File: src/rtl/pdm_ctrl_pkg.sv
`default_nettype none
// +----------------------------------------------------------------------+
// | Module   : pdm_ctrl_pkg                                              |
// | Purpose  : Shared state encoding and parameter defaults for the PDM  |
// |            microphone capture controller.                            |
// | Revision : 1.0 - initial release                                     |
// +----------------------------------------------------------------------+
package pdm_ctrl_pkg;

  localparam int DIV_W_DEF      = 8;  // divider setting width
  localparam int WIN_LOG2_DEF   = 6;  // 64 PDM bits per output sample
  localparam int FIFO_DEPTH_DEF = 4;  // output buffer entries (power of two, >= 2)
  localparam int WARMUP_WIN_DEF = 4;  // windows discarded after each start (>= 1)

  typedef enum logic [1:0] {
    ST_IDLE   = 2'd0,
    ST_WARMUP = 2'd1,
    ST_RUN    = 2'd2
  } pdm_state_e;

endpackage : pdm_ctrl_pkg
`default_nettype wire

File: src/rtl/pdm_sample_fifo.sv
`default_nettype none
// +----------------------------------------------------------------------+
// | Module   : pdm_sample_fifo                                           |
// | Purpose  : Show-ahead synchronous FIFO for completed PDM samples.    |
// |            Head entry is always visible on data_o; a push while full |
// |            is accepted only if a pop happens in the same cycle.      |
// | Revision : 1.0 - initial release                                     |
// +----------------------------------------------------------------------+
module pdm_sample_fifo
  import pdm_ctrl_pkg::*;
#(
  parameter int DEPTH = FIFO_DEPTH_DEF,
  parameter int WIDTH = WIN_LOG2_DEF + 1
) (
  input  logic             clk_i,
  input  logic             rst_ni,
  input  logic             push_i,
  input  logic [WIDTH-1:0] data_i,
  input  logic             pop_i,
  output logic [WIDTH-1:0] data_o,
  output logic             full_o,
  output logic             empty_o
);

  localparam int AW = $clog2(DEPTH);

  logic [WIDTH-1:0] mem_q [DEPTH];
  logic [AW:0]      wr_ptr_q;
  logic [AW:0]      rd_ptr_q;
  logic             w_push;
  logic             w_pop;

  // Extra pointer bit distinguishes full from empty when the indices match.
  assign empty_o = (wr_ptr_q == rd_ptr_q);
  assign full_o  = (wr_ptr_q[AW] != rd_ptr_q[AW]) &&
                   (wr_ptr_q[AW-1:0] == rd_ptr_q[AW-1:0]);
  assign w_pop   = pop_i && !empty_o;
  // When full, the slot being written is the one being popped this cycle.
  assign w_push  = push_i && (!full_o || w_pop);
  assign data_o  = mem_q[rd_ptr_q[AW-1:0]];

  // Pointer update for accepted pushes and pops.
  always_ff @(posedge clk_i or negedge rst_ni) begin
    if (!rst_ni) begin
      wr_ptr_q <= '0;
      rd_ptr_q <= '0;
    end else begin
      if (w_push) wr_ptr_q <= wr_ptr_q + (AW+1)'(1);
      if (w_pop)  rd_ptr_q <= rd_ptr_q + (AW+1)'(1);
    end
  end

  // Storage is cleared on reset so the head reads zero while empty.
  always_ff @(posedge clk_i or negedge rst_ni) begin
    if (!rst_ni) begin
      for (int i = 0; i < DEPTH; i++) mem_q[i] <= '0;
    end else if (w_push) begin
      mem_q[wr_ptr_q[AW-1:0]] <= data_i;
    end
  end

endmodule : pdm_sample_fifo
`default_nettype wire

File: src/rtl/pdm_capture_ctrl.sv
`default_nettype none
// +----------------------------------------------------------------------+
// | Module   : pdm_capture_ctrl                                          |
// | Purpose  : Generates the PDM microphone clock, counts ones over a    |
// |            2^WIN_LOG2-bit window and buffers the counts in a FIFO,   |
// |            discarding WARMUP_WIN windows after every start.          |
// | Revision : 1.0 - initial release                                     |
// +----------------------------------------------------------------------+
module pdm_capture_ctrl
  import pdm_ctrl_pkg::*;
#(
  parameter int DIV_W      = DIV_W_DEF,
  parameter int WIN_LOG2   = WIN_LOG2_DEF,
  parameter int FIFO_DEPTH = FIFO_DEPTH_DEF,
  parameter int WARMUP_WIN = WARMUP_WIN_DEF
) (
  input  logic              clock,
  input  logic              reset,
  input  logic              enable,
  input  logic [DIV_W-1:0]  half_period,
  input  logic              chan_sel,
  input  logic              mic_in_pdm,
  output logic              clock_pdm,
  output logic              sel_LR,
  output logic [WIN_LOG2:0] sample_data,
  output logic              sample_valid,
  input  logic              sample_ready,
  output logic              overflow,
  input  logic              overflow_clr,
  output logic              busy
);

  localparam int ACC_W = WIN_LOG2 + 1;
  localparam int WC_W  = (WARMUP_WIN > 1) ? $clog2(WARMUP_WIN) : 1;
  localparam logic [WC_W-1:0] WC_LAST = WC_W'(WARMUP_WIN - 1);

  logic              rst_sync_q;
  pdm_state_e        state_q, state_d;
  logic [DIV_W-1:0]  hp_q, hp_d;
  logic              sel_q, sel_d;
  logic [DIV_W-1:0]  div_q, div_d;
  logic              pclk_q, pclk_d;
  logic [ACC_W-1:0]  acc_q, acc_d;
  logic [WIN_LOG2-1:0] bitcnt_q, bitcnt_d;
  logic [WC_W-1:0]   wincnt_q, wincnt_d;
  logic              done_q, done_d;
  logic [ACC_W-1:0]  win_data_q, win_data_d;
  logic              overflow_q, overflow_d;

  logic              w_tc;
  logic              w_samp;
  logic              w_full;
  logic              w_empty;
  logic              w_pop;
  logic              w_drop;

  // Reset assertion propagates at once; release is retimed by one flop so
  // the first state change lands on the second edge after release.
  always_ff @(posedge clock or negedge reset) begin
    if (!reset) rst_sync_q <= 1'b0;
    else        rst_sync_q <= 1'b1;
  end

  // Terminal count of the divider, and the sampling edge for the latched
  // channel: falling toggle for left, rising toggle for right.
  assign w_tc   = (div_q == hp_q);
  assign w_samp = (state_q != ST_IDLE) && w_tc && (pclk_q != sel_q);

  // Next-state logic: start/stop control, divider, window accumulator.
  always_comb begin
    state_d    = state_q;
    hp_d       = hp_q;
    sel_d      = sel_q;
    div_d      = div_q;
    pclk_d     = pclk_q;
    acc_d      = acc_q;
    bitcnt_d   = bitcnt_q;
    wincnt_d   = wincnt_q;
    done_d     = 1'b0;
    win_data_d = win_data_q;
    case (state_q)
      ST_IDLE: begin
        div_d  = '0;
        pclk_d = 1'b0;
        if (enable) begin
          state_d  = ST_WARMUP;
          hp_d     = half_period;
          sel_d    = chan_sel;
          acc_d    = '0;
          bitcnt_d = '0;
          wincnt_d = '0;
        end
      end
      default: begin
        if (!enable) begin
          // Any partial window is abandoned; FIFO contents are untouched.
          state_d  = ST_IDLE;
          div_d    = '0;
          pclk_d   = 1'b0;
          acc_d    = '0;
          bitcnt_d = '0;
          wincnt_d = '0;
        end else begin
          if (w_tc) begin
            div_d  = '0;
            pclk_d = ~pclk_q;
          end else begin
            div_d  = div_q + DIV_W'(1);
          end
          if (w_samp) begin
            bitcnt_d = bitcnt_q + WIN_LOG2'(1);
            if (&bitcnt_q) begin
              // Last bit of the window folds straight into the result so the
              // next window starts from zero without losing a bit.
              win_data_d = acc_q + ACC_W'(mic_in_pdm);
              acc_d      = '0;
              if (state_q == ST_RUN) begin
                done_d = 1'b1;
              end else if (wincnt_q == WC_LAST) begin
                state_d  = ST_RUN;
                wincnt_d = '0;
              end else begin
                wincnt_d = wincnt_q + WC_W'(1);
              end
            end else begin
              acc_d = acc_q + ACC_W'(mic_in_pdm);
            end
          end
        end
      end
    endcase
  end

  // Control and datapath registers.
  always_ff @(posedge clock or negedge rst_sync_q) begin
    if (!rst_sync_q) begin
      state_q    <= ST_IDLE;
      hp_q       <= '0;
      sel_q      <= 1'b0;
      div_q      <= '0;
      pclk_q     <= 1'b0;
      acc_q      <= '0;
      bitcnt_q   <= '0;
      wincnt_q   <= '0;
      done_q     <= 1'b0;
      win_data_q <= '0;
    end else begin
      state_q    <= state_d;
      hp_q       <= hp_d;
      sel_q      <= sel_d;
      div_q      <= div_d;
      pclk_q     <= pclk_d;
      acc_q      <= acc_d;
      bitcnt_q   <= bitcnt_d;
      wincnt_q   <= wincnt_d;
      done_q     <= done_d;
      win_data_q <= win_data_d;
    end
  end

  // A completed sample is lost only when the buffer is full and not draining.
  assign w_pop      = sample_valid && sample_ready;
  assign w_drop     = done_q && w_full && !w_pop;
  assign overflow_d = w_drop ? 1'b1 : (overflow_clr ? 1'b0 : overflow_q);

  // Sticky overflow flag; a new drop outranks a simultaneous clear.
  always_ff @(posedge clock or negedge rst_sync_q) begin
    if (!rst_sync_q) overflow_q <= 1'b0;
    else             overflow_q <= overflow_d;
  end

  pdm_sample_fifo #(
    .DEPTH (FIFO_DEPTH),
    .WIDTH (ACC_W)
  ) u_fifo (
    .clk_i   (clock),
    .rst_ni  (rst_sync_q),
    .push_i  (done_q),
    .data_i  (win_data_q),
    .pop_i   (sample_ready),
    .data_o  (sample_data),
    .full_o  (w_full),
    .empty_o (w_empty)
  );

  assign sample_valid = !w_empty;
  assign clock_pdm    = pclk_q;
  assign sel_LR       = sel_q;
  assign overflow     = overflow_q;
  assign busy         = (state_q != ST_IDLE);

endmodule : pdm_capture_ctrl
`default_nettype wire

File: config.mk
export PLATFORM = sky130hd
export DESIGN_NAME = pdm_capture_ctrl
export DESIGN_NICKNAME = d
export VERILOG_FILES = /design/src/rtl/pdm_ctrl_pkg.sv /design/src/rtl/pdm_sample_fifo.sv /design/src/rtl/pdm_capture_ctrl.sv
export SDC_FILE = /design/constraint.sdc
export NUM_CORES = 1
export LEC_CHECK = 0
export CORE_ASPECT_RATIO = 1.75
export CORE_MARGIN = 2
export CORE_UTILIZATION = 30
export CTS_CLUSTER_SIZE = 40
export DETAILED_ROUTE_END_ITERATION = 8
export GPL_TIMING_DRIVEN = 1
export PLACE_DENSITY = 0.43
export SLEW_MARGIN = 20
export SYNTH_ARGS = -nofsm -noshare
export SYNTH_HDL_FRONTEND = slang
export SYNTH_SLANG_ARGS = --single-unit
File: constraint.sdc
create_clock -name clock -period 3.35 [get_ports clock]
set_input_delay 0.67 -clock clock [delete_from_list [all_inputs] [get_ports clock]]
set_output_delay 0.67 -clock clock [all_outputs]
set_load 0.05 [all_outputs]
==> flow_summary.toml, run 1 <==
[power_and_ir_drop]
p_seq_share_pct = 45.5
ir_drop_v = 0.0002613
report.power.total_mw = 2.375
p_per_area_mw_per_mm2 = 524.0
leakagePower_nw = 2.034
p_sw_share_pct = 24.99
intPower_mw = 1.782
p_clk_share_pct = 44.3
combinationalPowerShare_pct = 10.3
p_sw_mw = 0.5936

[drt]
vias = 2360
route.detailed.drc = 0
drtIter0Drc = 70
wl_per_cell_um = 14.80
ant_nets = 0
wirelength_um = 7531
first_pass_iters = 4
vias_per_cell = 4.637

[clock_network]
path_clk_slew_ps = 60
cts_hold_buffers = 0
postCtsSetupBuffers = 0
clock-root-buffer = "clkbuf_16"
cts_max_level = 3
cts_tree = "yes"
cts-resized-gates = 0
numCtsBuffers = 9
cts_sinks = 79
cts.path.max_buffers = 2
clock_latency_ps = 340

[run_status]
status = "finished clean"

[worst_setup_path]
worst_setup_path_end_kind = "primary output"
crit_fanout = 10
path_class = "reg -> out"
crit_arrival_ps = 2350
r2r_cells = 5
start_kind = "flip-flop"
required_ps = 2680

[sta]
setup_tns_ps = 0
hold_viol = 0
fin_crit_ps = 3015
clock_skew_ps = 6.082
fin_crit_sh_pct = 90.00
max_freq_ghz = 0.3317
setup_viol = 0
worst_pin_slew_ps = 605.3
relSlewSlack_pct = 59.52
maxSlewViolCount = 0
rsz0062_at_grt = "false"

[yosys]
synth_cell_types = 43
postSynth.asyncResetShare_pct = 100.0
synth_ff_type = "dfrtp_1"
avgSynthCellArea_um2 = 12.30
syn_area_mm2 = 0.003740
yosysSeqAreaShare_pct = 52.86
ys_ff_latch = 79
ys_warn_count = 0
syn-instance-count = 304
synth_nets = 329
synth_edf_count = 0

[die]
die_area_mm2 = 0.01341
die_w_um = 88.40
ios = 27
core_area_mm2 = 0.01230
num_rows = 54
initial_core_util_pct = 30.41
die_h_um = 151.7

[placed_design]
gp_congestion = 0.7597
hpwl_um = 5467
numPortBuffers = 26
placed_cells = 492

[global_route]
overflow = 0
grt_max_degree = 79
grt_pass1_vias = 2499
antenna_found_initial = 0
grt_pass1_wl_um = 12690
grt_usage_pct = 12.69

[flow_run]
cap_violations = 0

[min_path]
hold_path.class = "reg -> async"

[cells_and_area]
nets = 361
antenna_cells = 0
stdcell_count = 509
drive_gt1_share_pct = 23.46
regArea_mm2 = 0.001981
multiInputGateArea_mm2 = 0.001705
fillers = 1247
area_growth_pct = 21.21
==> logic make-up (layout without fill, tap and decap cells) <==
family	Yosys count	in the layout	synth area share, %
simple gates	96	96	13.12
flops	79	79	52.86
mux	51	51	17.46
compound gates	27	27	5.052
xor+xnor	27	27	6.524
buf+inv	13	50	1.539
fa+ha+maj	10	10	3.346
other cells	1	1	0.1003
==> critical path, cell delays in order (launching register included) <==
cell and delay, ps:
dfrtp_1 720, mux4_2 580, clkdlybuf4s50_1 710
==> power by group through the flow <==
stage | Sequential [mW] | Combinational (mW) | Clock, mW
floorplan | 1.05 | 0.220 | 0
global placement | 1.11 | 0.234 | 0
detailed placement | 1.11 | 0.236 | 0
CTS | 1.10 | 0.236 | 1.09
global route | 1.09 | 0.271 | 1.13
finish | 1.08 | 0.244 | 1.05
==> final cells by class <==
class	count	area share (%)
Clock buffer	9	4.968
Tap cell	168	4.637
Multi-Input combinational cell	212	37.62
Clock inverter	7	2.153
Timing Repair Buffer	29	6.514
Inverter	5	0.4140
Sequential cell	79	43.69
==> registers in the layout (all words and copies together), names as in the netlist <==
register,count
u_fifo.wr_ptr_q,3
overflow,1
state_q,2
div_q,8
u_fifo.mem_q,28
done_q,1
acc_q,7
bitcnt_q,6
sel_LR,1
wincnt_q,2
hp_q,8
rst_sync_q,1
u_fifo.rd_ptr_q,3
win_data_q,7
clock_pdm,1
==> Yosys cell counts (3+ instances only) <==
master / number / area share, %
buf_2: 4 / 0.54
nand4_1: 3 / 0.50
nand3_1: 16 / 2.1
inv_1: 4 / 0.40
nor2_1: 23 / 2.3
o21ai_0: 5 / 0.67
nand2b_1: 3 / 0.50
o211ai_1: 3 / 0.60
nand2_1: 25 / 2.5
or3_1: 4 / 0.67
xnor2_1: 20 / 4.7
a31oi_1: 3 / 0.50
or2_2: 3 / 0.50
clkbuf_1: 3 / 0.30
dfrtp_1: 79 / 53
and2_1: 3 / 0.50
ha_1: 10 / 3.3
mux4_2: 7 / 4.2
and3_1: 3 / 0.50
nor2b_1: 3 / 0.50
mux2_2: 44 / 13
xor2_1: 6 / 1.4
a21oi_1: 3 / 0.40
==> cell usage in the layout, fill, tap and decap left out, types with 2 or more instances in the layout <==
master,n
clkinv_4,2
mux4_2,7
buf_4,2
nand2b_1,3
dfrtp_1,78
a221o_1,2
nand2_1,25
or3_1,4
o21ai_0,5
bufinv_16,2
inv_1,4
a21oi_1,3
and3_1,3
clkdlybuf4s50_1,26
clkinvlp_4,2
nand4_2,2
nand3b_1,2
nand3_1,16
nor2b_1,3
o211ai_1,3
nor3_1,2
nor2_1,23
ha_1,10
clkbuf_16,9
o21a_1,2
a31oi_1,3
a21o_1,2
o2111ai_1,2
and2_1,3
xor2_1,6
xnor2_1,20
mux2_2,44
or2_2,3
nand4_1,3
==> through the flow <==
step	setup WS [ps]	hold slack, ps	util (%)	cell area [um^2]
final	334.9	323.9	36.86	4533
after global placement	665.0	483.3	34.08	4190
after floorplan	957.0	374.4	-	3740
after CTS	273.8	454.2	36.70	4513
after detailed placement	640.0	482.8	34.08	4190
after global routing	218.0	396.4	36.86	4533
==> metal layers <==
layer	track usage, %	part of all wire (%)	up-vias
li1	-	-	1147
met1	13.87	40	1174
met2	23.16	56	32
met3	2.763	2.4	7
met4	5.227	1.7	0
met5	0	0	-
==> worst paths after layout <==
check / start / endpoint / slack, ps
worst max register to register: u_fifo.rd_ptr_q[0] / u_fifo.mem_q[2] / 1000
min in group clock: u_fifo.rd_ptr_q[2] / u_fifo.rd_ptr_q[2] / 490
max in group asynchronous: rst_sync_q / acc_q[2] / 2430
worst min-delay path: rst_sync_q / u_fifo.wr_ptr_q[0] / 320
worst min register to register: rst_sync_q / u_fifo.wr_ptr_q[0] / 320
worst max-delay path: u_fifo.rd_ptr_q[0] / sample_data[0] / 330
Power figures use the tool's default switching activity.
==> run 2: changes to the inputs <==
--- a/config.mk
+++ b/config.mk
@@ -10,8 +10,9 @@
 export CORE_UTILIZATION = 30
 export CTS_CLUSTER_SIZE = 40
 export DETAILED_ROUTE_END_ITERATION = 8
+export DONT_BUFFER_PORTS = 1
 export GPL_TIMING_DRIVEN = 1
-export PLACE_DENSITY = 0.43
+export PLACE_DENSITY = 0.41
 export SLEW_MARGIN = 20
 export SYNTH_ARGS = -nofsm -noshare
 export SYNTH_HDL_FRONTEND = slang
==> run 2 against run 1 <==
Effect of this change: power up 0.24%; cell count down 5.3%; core utilization down 2.2 points; die area unchanged; critical path type unchanged; highest routed layer unchanged.
==> flow_summary.toml, run 2 (synthesis results as in run 1) <==
[power_and_ir_drop]
p_per_area_mw_per_mm2 = 559.0
report.power.total_mw = 2.381
leakagePower_nw = 1.935
ir_drop_v = 0.0002357

[sta]
fin_crit_ps = 2386
max_freq_ghz = 0.4191
hold_viol = 0
fin_ws_ps = 963.9
setup_viol = 0
maxSlewViolCount = 0
fin_crit_sh_pct = 71.23
worst_pin_slew_ps = 921.9
relSlewSlack_pct = 38.54
rsz0062_at_grt = "false"
hold_slack_ps = 20.29
setup_tns_ps = 0
clock_skew_ps = 8.403

[global_route]
grt_usage_pct = 13.25
antenna_found_initial = 0
grt_pass1_vias = 2462
overflow = 0
grt_pass1_wl_um = 13160
grt_max_degree = 70

[die]
die_area_mm2 = 0.01341
num_rows = 54
ios = 27
core_area_mm2 = 0.01230
die_h_um = 151.7
die_w_um = 88.40
initial_core_util_pct = 30.41

[clock_network]
cts_hold_buffers = 0
clock_latency_ps = 340
cts_max_level = 3
cts_sinks = 79
cts.path.max_buffers = 2
clock-root-buffer = "clkbuf_16"
path_clk_slew_ps = 70
numCtsBuffers = 9
cts-resized-gates = 0
cts_tree = "yes"
postCtsSetupBuffers = 0

[worst_setup_path]
required_ps = 2680
slowest_stage = "mux4_2"
start_kind = "flip-flop"
path_class = "reg -> out"
r2r-end = "u_fifo.mem_q[4]"
r2r_slack_ps = 1010
crit_fanout = 7
cp_cell_sequence = "buf_4 > mux4_2"
critPathMaxStageDelay_ps = 690
r2r-start = "u_fifo.rd_ptr_q[1]"
crit_arrival_ps = 1720
path_buf_inv = 1
r2r_cells = 5
critPathTopFamily = "multiplexers"
worst_setup_path_end_kind = "primary output"

[drt]
wirelength_um = 7784
drtIter0Drc = 50
vias_per_cell = 4.695
route.detailed.drc = 0
vias = 2263
wl_per_cell_um = 16.15
first_pass_iters = 4
ant_nets = 0

[run_status]
status = "finished clean"

[cells_and_area]
area_growth_pct = 13.88
largest_reg_flops = 28
fin_area_mm2 = 0.004259
layout_commonest_cell = "dfrtp_1"
layout_common_cells = "dfrtp_1 (78), mux2_2 (44), nand2_1 (25)"
drive_gt1_share_pct = 25.16
regMostFlops = "u_fifo.mem_q"
reg.largest.list = "u_fifo.mem_q: 28 flops, div_q: 8 flops, hp_q: 8 flops"
antenna_cells = 0
nets = 334

[placed_design]
gp_congestion = 0.7586
place_ws_ps = 961.4
numPortBuffers = 0
placed_area_mm2 = 0.003930
hpwl_um = 5702

[flow_run]
cap_violations = 0

[min_path]
hold_path.class = "in -> async"
-- run 2: changes by cell type in the layout (fill, tap and decap cells not counted) --
cell	delta
clkdlybuf4s50_1	-26
buf_12	-1
inv_6	+2
clkbuf_8	+1
clkinvlp_4	-1
clkinv_4	-2
-- run 2: worst max-delay path by stage --
stage | from | to | slack [ps] | cells after the start
finish | u_fifo.rd_ptr_q[0] | sample_data[5] | 960 | 2
global route | u_fifo.rd_ptr_q[1] | u_fifo.mem_q[4] | 800 | 5
CTS | u_fifo.rd_ptr_q[0] | sample_data[5] | 920 | 2
detailed placement | u_fifo.rd_ptr_q[1] | u_fifo.mem_q[4] | 960 | 5
global placement | u_fifo.rd_ptr_q[1] | u_fifo.mem_q[3] | 980 | 5
floorplan | rst_sync_q | acc_q[0] | 960 | 0
-- run 2: worst register-to-register path: cells and delay by family, from the launching register on --
family,cells,cell delay (ps)
XOR/XNOR,1,160
multiplexers,1,400
AND/OR/NAND/NOR,3,990
flip-flops,1,660
-- run 2: routing by layer --
layer	vias to the layer above	share of wire, %	track usage, %
li1	1091	-	-
met1	1132	39	14.31
met2	29	55	24.17
met3	11	3.3	2.817
met4	0	2.0	5.909
met5	-	0	0
-- run 2: power breakdown --
group | leakage (nW) | switching, mW | internal (mW)
registers | 1.06 | 0.0815 | 0.993
clock network | 0.159 | 0.404 | 0.677
logic | 0.715 | 0.113 | 0.113
-- run 2: cell type report --
class / count / area, um^2
timing repair buffer: 2 / 15.01
tap: 168 / 210.2
multi-input combinational: 212 / 1705
sequential: 79 / 1981
clock inverter: 6 / 90.09
clock buffer: 10 / 239.0
inverter: 5 / 18.77
fill: 1265 / 8038
-- run 2: through the flow --
stage / util (%) / instances
after floorplan: - / 304
after global placement: 31.96 / 466
after detailed placement: 31.96 / 466
after CTS: 34.64 / 482
after global routing: 34.64 / 482
final: 34.64 / 482
==> run 3: changes to the inputs <==
--- a/config.mk
+++ b/config.mk
@@ -12,7 +12,7 @@
 export DETAILED_ROUTE_END_ITERATION = 8
 export DONT_BUFFER_PORTS = 1
 export GPL_TIMING_DRIVEN = 1
-export PLACE_DENSITY = 0.41
+export PLACE_DENSITY = 0.42
 export SLEW_MARGIN = 20
 export SYNTH_ARGS = -nofsm -noshare
 export SYNTH_HDL_FRONTEND = slang
==> constraint.sdc (replaced) <==
create_clock -name clock -period 2 [get_ports clock]
set_input_delay 0.4 -clock clock [delete_from_list [all_inputs] [get_ports clock]]
set_output_delay 0.4 -clock clock [all_outputs]
set_load 0.05 [all_outputs]
==> run 3 against run 2 <==
Effect of this change: critical path depth unchanged; sequential power grew 63%; cell area increased by 6.3%; register-to-register slack worse by 880 ps; count of clock-buffer cells in the layout is the same; flip-flop and latch count unchanged; first-iteration DRC count rose by 30%; sequential share of layout area down 2.7 points; clock power up 64%; routed wire length increased by 2.5%; largest cell class unchanged.
==> flow_summary.toml, run 3 (synthesis results as in run 1) <==
[sta]
max_freq_ghz = 0.5012
setup_viol = 0
fin_ws_ps = 4.975
rsz0062_at_grt = "true"
hold_viol = 0
clock_skew_ps = 9.449
worst_pin_slew_ps = 497.9
fin_crit_sh_pct = 99.75
maxSlewViolCount = 0
fin_crit_ps = 1995
relSlewSlack_pct = 66.57

[clock_network]
cts_max_level = 3
cts.path.max_buffers = 2
path_clk_slew_ps = 70
cts_tree = "yes"
numCtsBuffers = 9
cts_sinks = 79
clock-root-buffer = "clkbuf_16"
clock_latency_ps = 330

[global_route]
grt_pass1_wl_um = 13120
overflow = 0
grt_pass1_vias = 2573
grt_max_degree = 59
antenna_found_initial = 0
grt_usage_pct = 13.06

[worst_setup_path]
r2r_cells = 6
required_ps = 1600
slowest_stage = "mux4_2"
critPathMaxStageDelay_ps = 660
path_class = "reg -> out"
critPathTopFamily = "multiplexers"
start_kind = "flip-flop"
path_buf_inv = 1
cp_cell_sequence = "buf_12 > mux4_2"
r2r_slack_ps = 130
crit_fanout = 5
r2r-start = "div_q[5]"
r2r-end = "acc_q[3]"
crit_arrival_ps = 1600
worst_setup_path_end_kind = "primary output"

[die]
die_w_um = 88.40
ios = 27
die_area_mm2 = 0.01341
initial_core_util_pct = 30.41
die_h_um = 151.7
core_area_mm2 = 0.01230
num_rows = 54

[cells_and_area]
drive_gt1_share_pct = 31.67
regMostFlops = "u_fifo.mem_q"
largest_reg_flops = 28
area_growth_pct = 21.11
antenna_cells = 0
layout_commonest_cell = "dfrtp_1"
reg.largest.list = "u_fifo.mem_q: 28 flops, div_q: 8 flops, hp_q: 8 flops"
fillers = 1242
nets = 361
fin_area_mm2 = 0.004529
layout_common_cells = "dfrtp_1 (77), mux2_2 (44), nand2_1 (25)"

[min_path]
min_from = "enable"
min_path_cells = 2
hold_end = "state_q[0]"
hold_path.class = "in -> reg"

[power_and_ir_drop]
p_sw_mw = 1.037
p_sw_share_pct = 25.18
ir_drop_v = 0.0004703
combinationalPowerShare_pct = 14.7
p_seq_share_pct = 42.3
p_clk_share_pct = 43.0
p_per_area_mw_per_mm2 = 909.5
report.power.total_mw = 4.119
intPower_mw = 3.082
leakagePower_nw = 2.082

[placed_design]
place_ws_ps = 40.83
numPortBuffers = 0
placed_area_mm2 = 0.004135
hpwl_um = 5855
gp_congestion = 0.7359

[drt]
vias_per_cell = 4.631
drtIter0Drc = 65
route.detailed.drc = 0
wl_per_cell_um = 15.68
vias = 2357
ant_nets = 0
first_pass_iters = 4
wirelength_um = 7982

[flow_run]
cap_violations = 0

[run_status]
status = "finished clean"
run 3: worst max path at each step:
stage / startpoint / to / slack (ps) / cells after the start
CTS: u_fifo.rd_ptr_q[0] / sample_data[3] / -20 / 2
finish: u_fifo.rd_ptr_q[0] / sample_data[3] / 5 / 2
detailed placement: div_q[5] / acc_q[3] / 40 / 6
global route: u_fifo.rd_ptr_q[0] / sample_data[0] / -50 / 2
floorplan: clock_pdm / bitcnt_q[4] / 50 / 6
global placement: div_q[5] / acc_q[3] / 50 / 6
run 3: power groups by stage:
stage / Combinational (mW) / Sequential, mW / Clock [mW]
6_report: 0.607 / 1.74 / 1.77
5_1_grt: 0.663 / 1.75 / 1.89
4_1_cts: 0.542 / 1.73 / 1.83
3_5_place_dp: 0.525 / 1.75 / 0
3_3_place_gp: 0.525 / 1.75 / 0
2_1_floorplan: 0.369 / 1.76 / 0
run 3: per-layer routing:
metal	vias up	track usage (%)	wire, um
met5	-	0	0
met4	0	5.606	153
met3	11	3.575	259
met2	36	23.27	4441
met1	1164	14.22	3128
li1	1146	-	-
run 3: final cells by class:
class                           count  area (um^2)  area share, %
Timing Repair Buffer               29        275.3          6.077
Sequential cell                    79         1982          43.76
Clock buffer                       10        229.0          5.055
Tap cell                          168        210.2          4.641
Multi-Input combinational cell    212         1720          37.98
Clock inverter                      6        93.84          2.072
Inverter                            5        18.77         0.4144
run 3: timing repair:
action	in CTS	in global routing
hold buffers	1	0
endpoints found under the hold margin	1	0
setup buffers	0	1
setup endpoints to repair	7	17
cloned	0	1
gates resized for setup	2	5
run 3: metrics by stage:
| step | util, % | setup TNS [ps] | instances | hold slack, ps |
|---|---|---|---|---|
| after CTS | 36.40 | -153.1 | 507 | 159.0 |
| final | 36.83 | 0 | 509 | 179.7 |
| after detailed placement | 33.63 | 0 | 490 | 104.5 |
| after global routing | 36.83 | -286.6 | 509 | 164.7 |
| after floorplan | - | 0 | 304 | 104.4 |
| after global placement | 33.63 | 0 | 490 | 104.5 |
==> edit (settings of run 2) <==
Change the package constant `FIFO_DEPTH_DEF` from 4 to 8.
--- a/src/rtl/pdm_ctrl_pkg.sv
+++ b/src/rtl/pdm_ctrl_pkg.sv
@@ -10,5 +10,5 @@
   localparam int DIV_W_DEF      = 8;  // divider setting width
   localparam int WIN_LOG2_DEF   = 6;  // 64 PDM bits per output sample
-  localparam int FIFO_DEPTH_DEF = 4;  // output buffer entries (power of two, >= 2)
+  localparam int FIFO_DEPTH_DEF = 8;  // output buffer entries (power of two, >= 2)
   localparam int WARMUP_WIN_DEF = 4;  // windows discarded after each start (>= 1)
 
Check against the original RTL: no difference found for any inputs over 10 cycles, from zero or initial values and one cycle with reset low; that may be too few to reach the edited logic, so the function may still have changed.
==> edit against run 2 <==
Largest cell class unchanged; wire length increased by 46%; design area rose by 37%; critical endpoint is now sample_data[2]; sequential cell count up 30; setup slack lost 0.30 ns; final cell count up 31%; synthesized area rose by 41%; first-iteration DRC count rose by 66%; power up 7.1%.
==> edit: results (changes against run 2) <==
status: "finished clean"
critical_path.top_delay_family: "multiplexers"
finalWirelength_um: 11400  # +46%
p_switching_mw: 0.5940  # -0.71%
final-instance-count-excl-fill: 632  # +31%
cts_setup_buffers: 0  # unchanged
cp_slowest_cell: "mux4_1"
post_cts_resize_count: 0  # unchanged
synthesis.nets: 414  # +26%
synthCells: 392  # +29%
synth_warnings: 0  # unchanged
cts_buffers: 9  # unchanged
grt_pass1_vias: 3422  # +39%
clockBufferDepth: 2  # unchanged
dp_hpwl_um: 7969  # +40%
detail_route.first_pass.iterations: 4  # unchanged
grt_use_total_pct: 13.03  # -0.22 points
worstPathArrival_ns: 2.01  # +0.29 ns
clock_skew_ns: 0.01198  # +0.003572 ns
synth_commonest_cells: "dfrtp_1, mux2_2, xnor2_1"
synth_cell_types: 50  # +16%
diodes: 0  # unchanged
slowest_delay_ns: 0.60  # -0.09 ns
drive_gt1_share_pct: 28.43  # +3.3 points
root_buffer: "clkbuf_16"
ir_drop_mv: 0.1804  # -23%
pg_comb_mw: 0.102  # -55%
path_max_fanout: 18  # +11
dr.first_iter.drc_count: 83  # +66%
largestRegisters: "u_fifo.mem_q x56, div_q x8, hp_q x8"
p_leak_nw: 2.678  # +38%
power_frac_seq_pct: 53.2  # +8.1 points
insertion_delay_ns: 0.36  # +0.02 ns
worstMarginPinSlew_ns: 0.7236  # -0.1983 ns
fin_nets: 418  # +25%
htreeDepth: 3  # unchanged
grt_first_pass_wirelength_um: 18330  # +39%
synthTopCellsByArea: "dfrtp_1, mux2_2, mux4_2"
dp_cells: 615  # +32%
gp_congestion: 0.7170  # -5.5%
hold_buffers: 1  # +1
post-place-ws_ns: 0.9307  # -0.03065 ns
yosysSeqAreaShare_pct: 51.81  # -1.1 points
grt_max_degree: 109  # +56%
vias_per_cell: 4.840  # +3.1%
min_path_type: "flop to async pin"
[edit: cell types whose count changed after synthesis, sizes merged, moves of 4 or more]
cell   before  now
buf         5   14
mux4        7   14
xnor2      21   25
dfrtp      79  109
nand2      25   21
mux2       44   80
[edit: layout make-up]
cell class / count / area [um2]
Sequential cell: 109 / 2731
Clock inverter: 5 / 60.06
Clock buffer: 11 / 232.7
Timing Repair Buffer: 10 / 90.09
Inverter: 6 / 22.52
Fill cell: 1725 / 11560
Multi-Input combinational cell: 260 / 2394
Tap cell: 231 / 289.0
[edit: final timing paths]
kind,from,endpoint,slack (ns),depth (start not counted)
worst max-delay path,u_fifo.rd_ptr_q[0],sample_data[2],0.67,3
worst min-delay path,rst_sync_q,hp_q[1],0.35,1
worst max register to register,u_fifo.rd_ptr_q[0],u_fifo.mem_q[25],0.98,7
worst min register to register,rst_sync_q,hp_q[1],0.35,1
max in group asynchronous,rst_sync_q,u_fifo.mem_q[8],2.46,1
min in group clock,overflow_clr,overflow,0.43,1
[edit: kinds of logic after synthesis]
family                     Yosys count  share of synthesized area [%]
buffers and inverters               23                          2.733
adders and majority gates            7                          1.663
and+or+nand+nor                    102                          10.69
xor gates and xnor gates            33                          5.490
DFF                                109                          51.81
other                                1                        0.07122
muxes                               95                          24.43
AOI/OAI and AO/OA                   22                          3.113
[edit: per-stage QoR]
stage	total power [mW]	area, um2
detailed placement	1.489	5517
floorplan	1.458	5265
global route	2.656	5819
CTS	2.599	5819
global placement	1.487	5517
finish	2.550	5819
[edit: metal layers]
layer,track usage [%],share of wire [%],up-vias
li1,-,-,1424
met1,13.33,39,1594
met2,25.41,57,29
met3,2.763,2.4,12
met4,5.405,1.7,0
met5,0,0,-
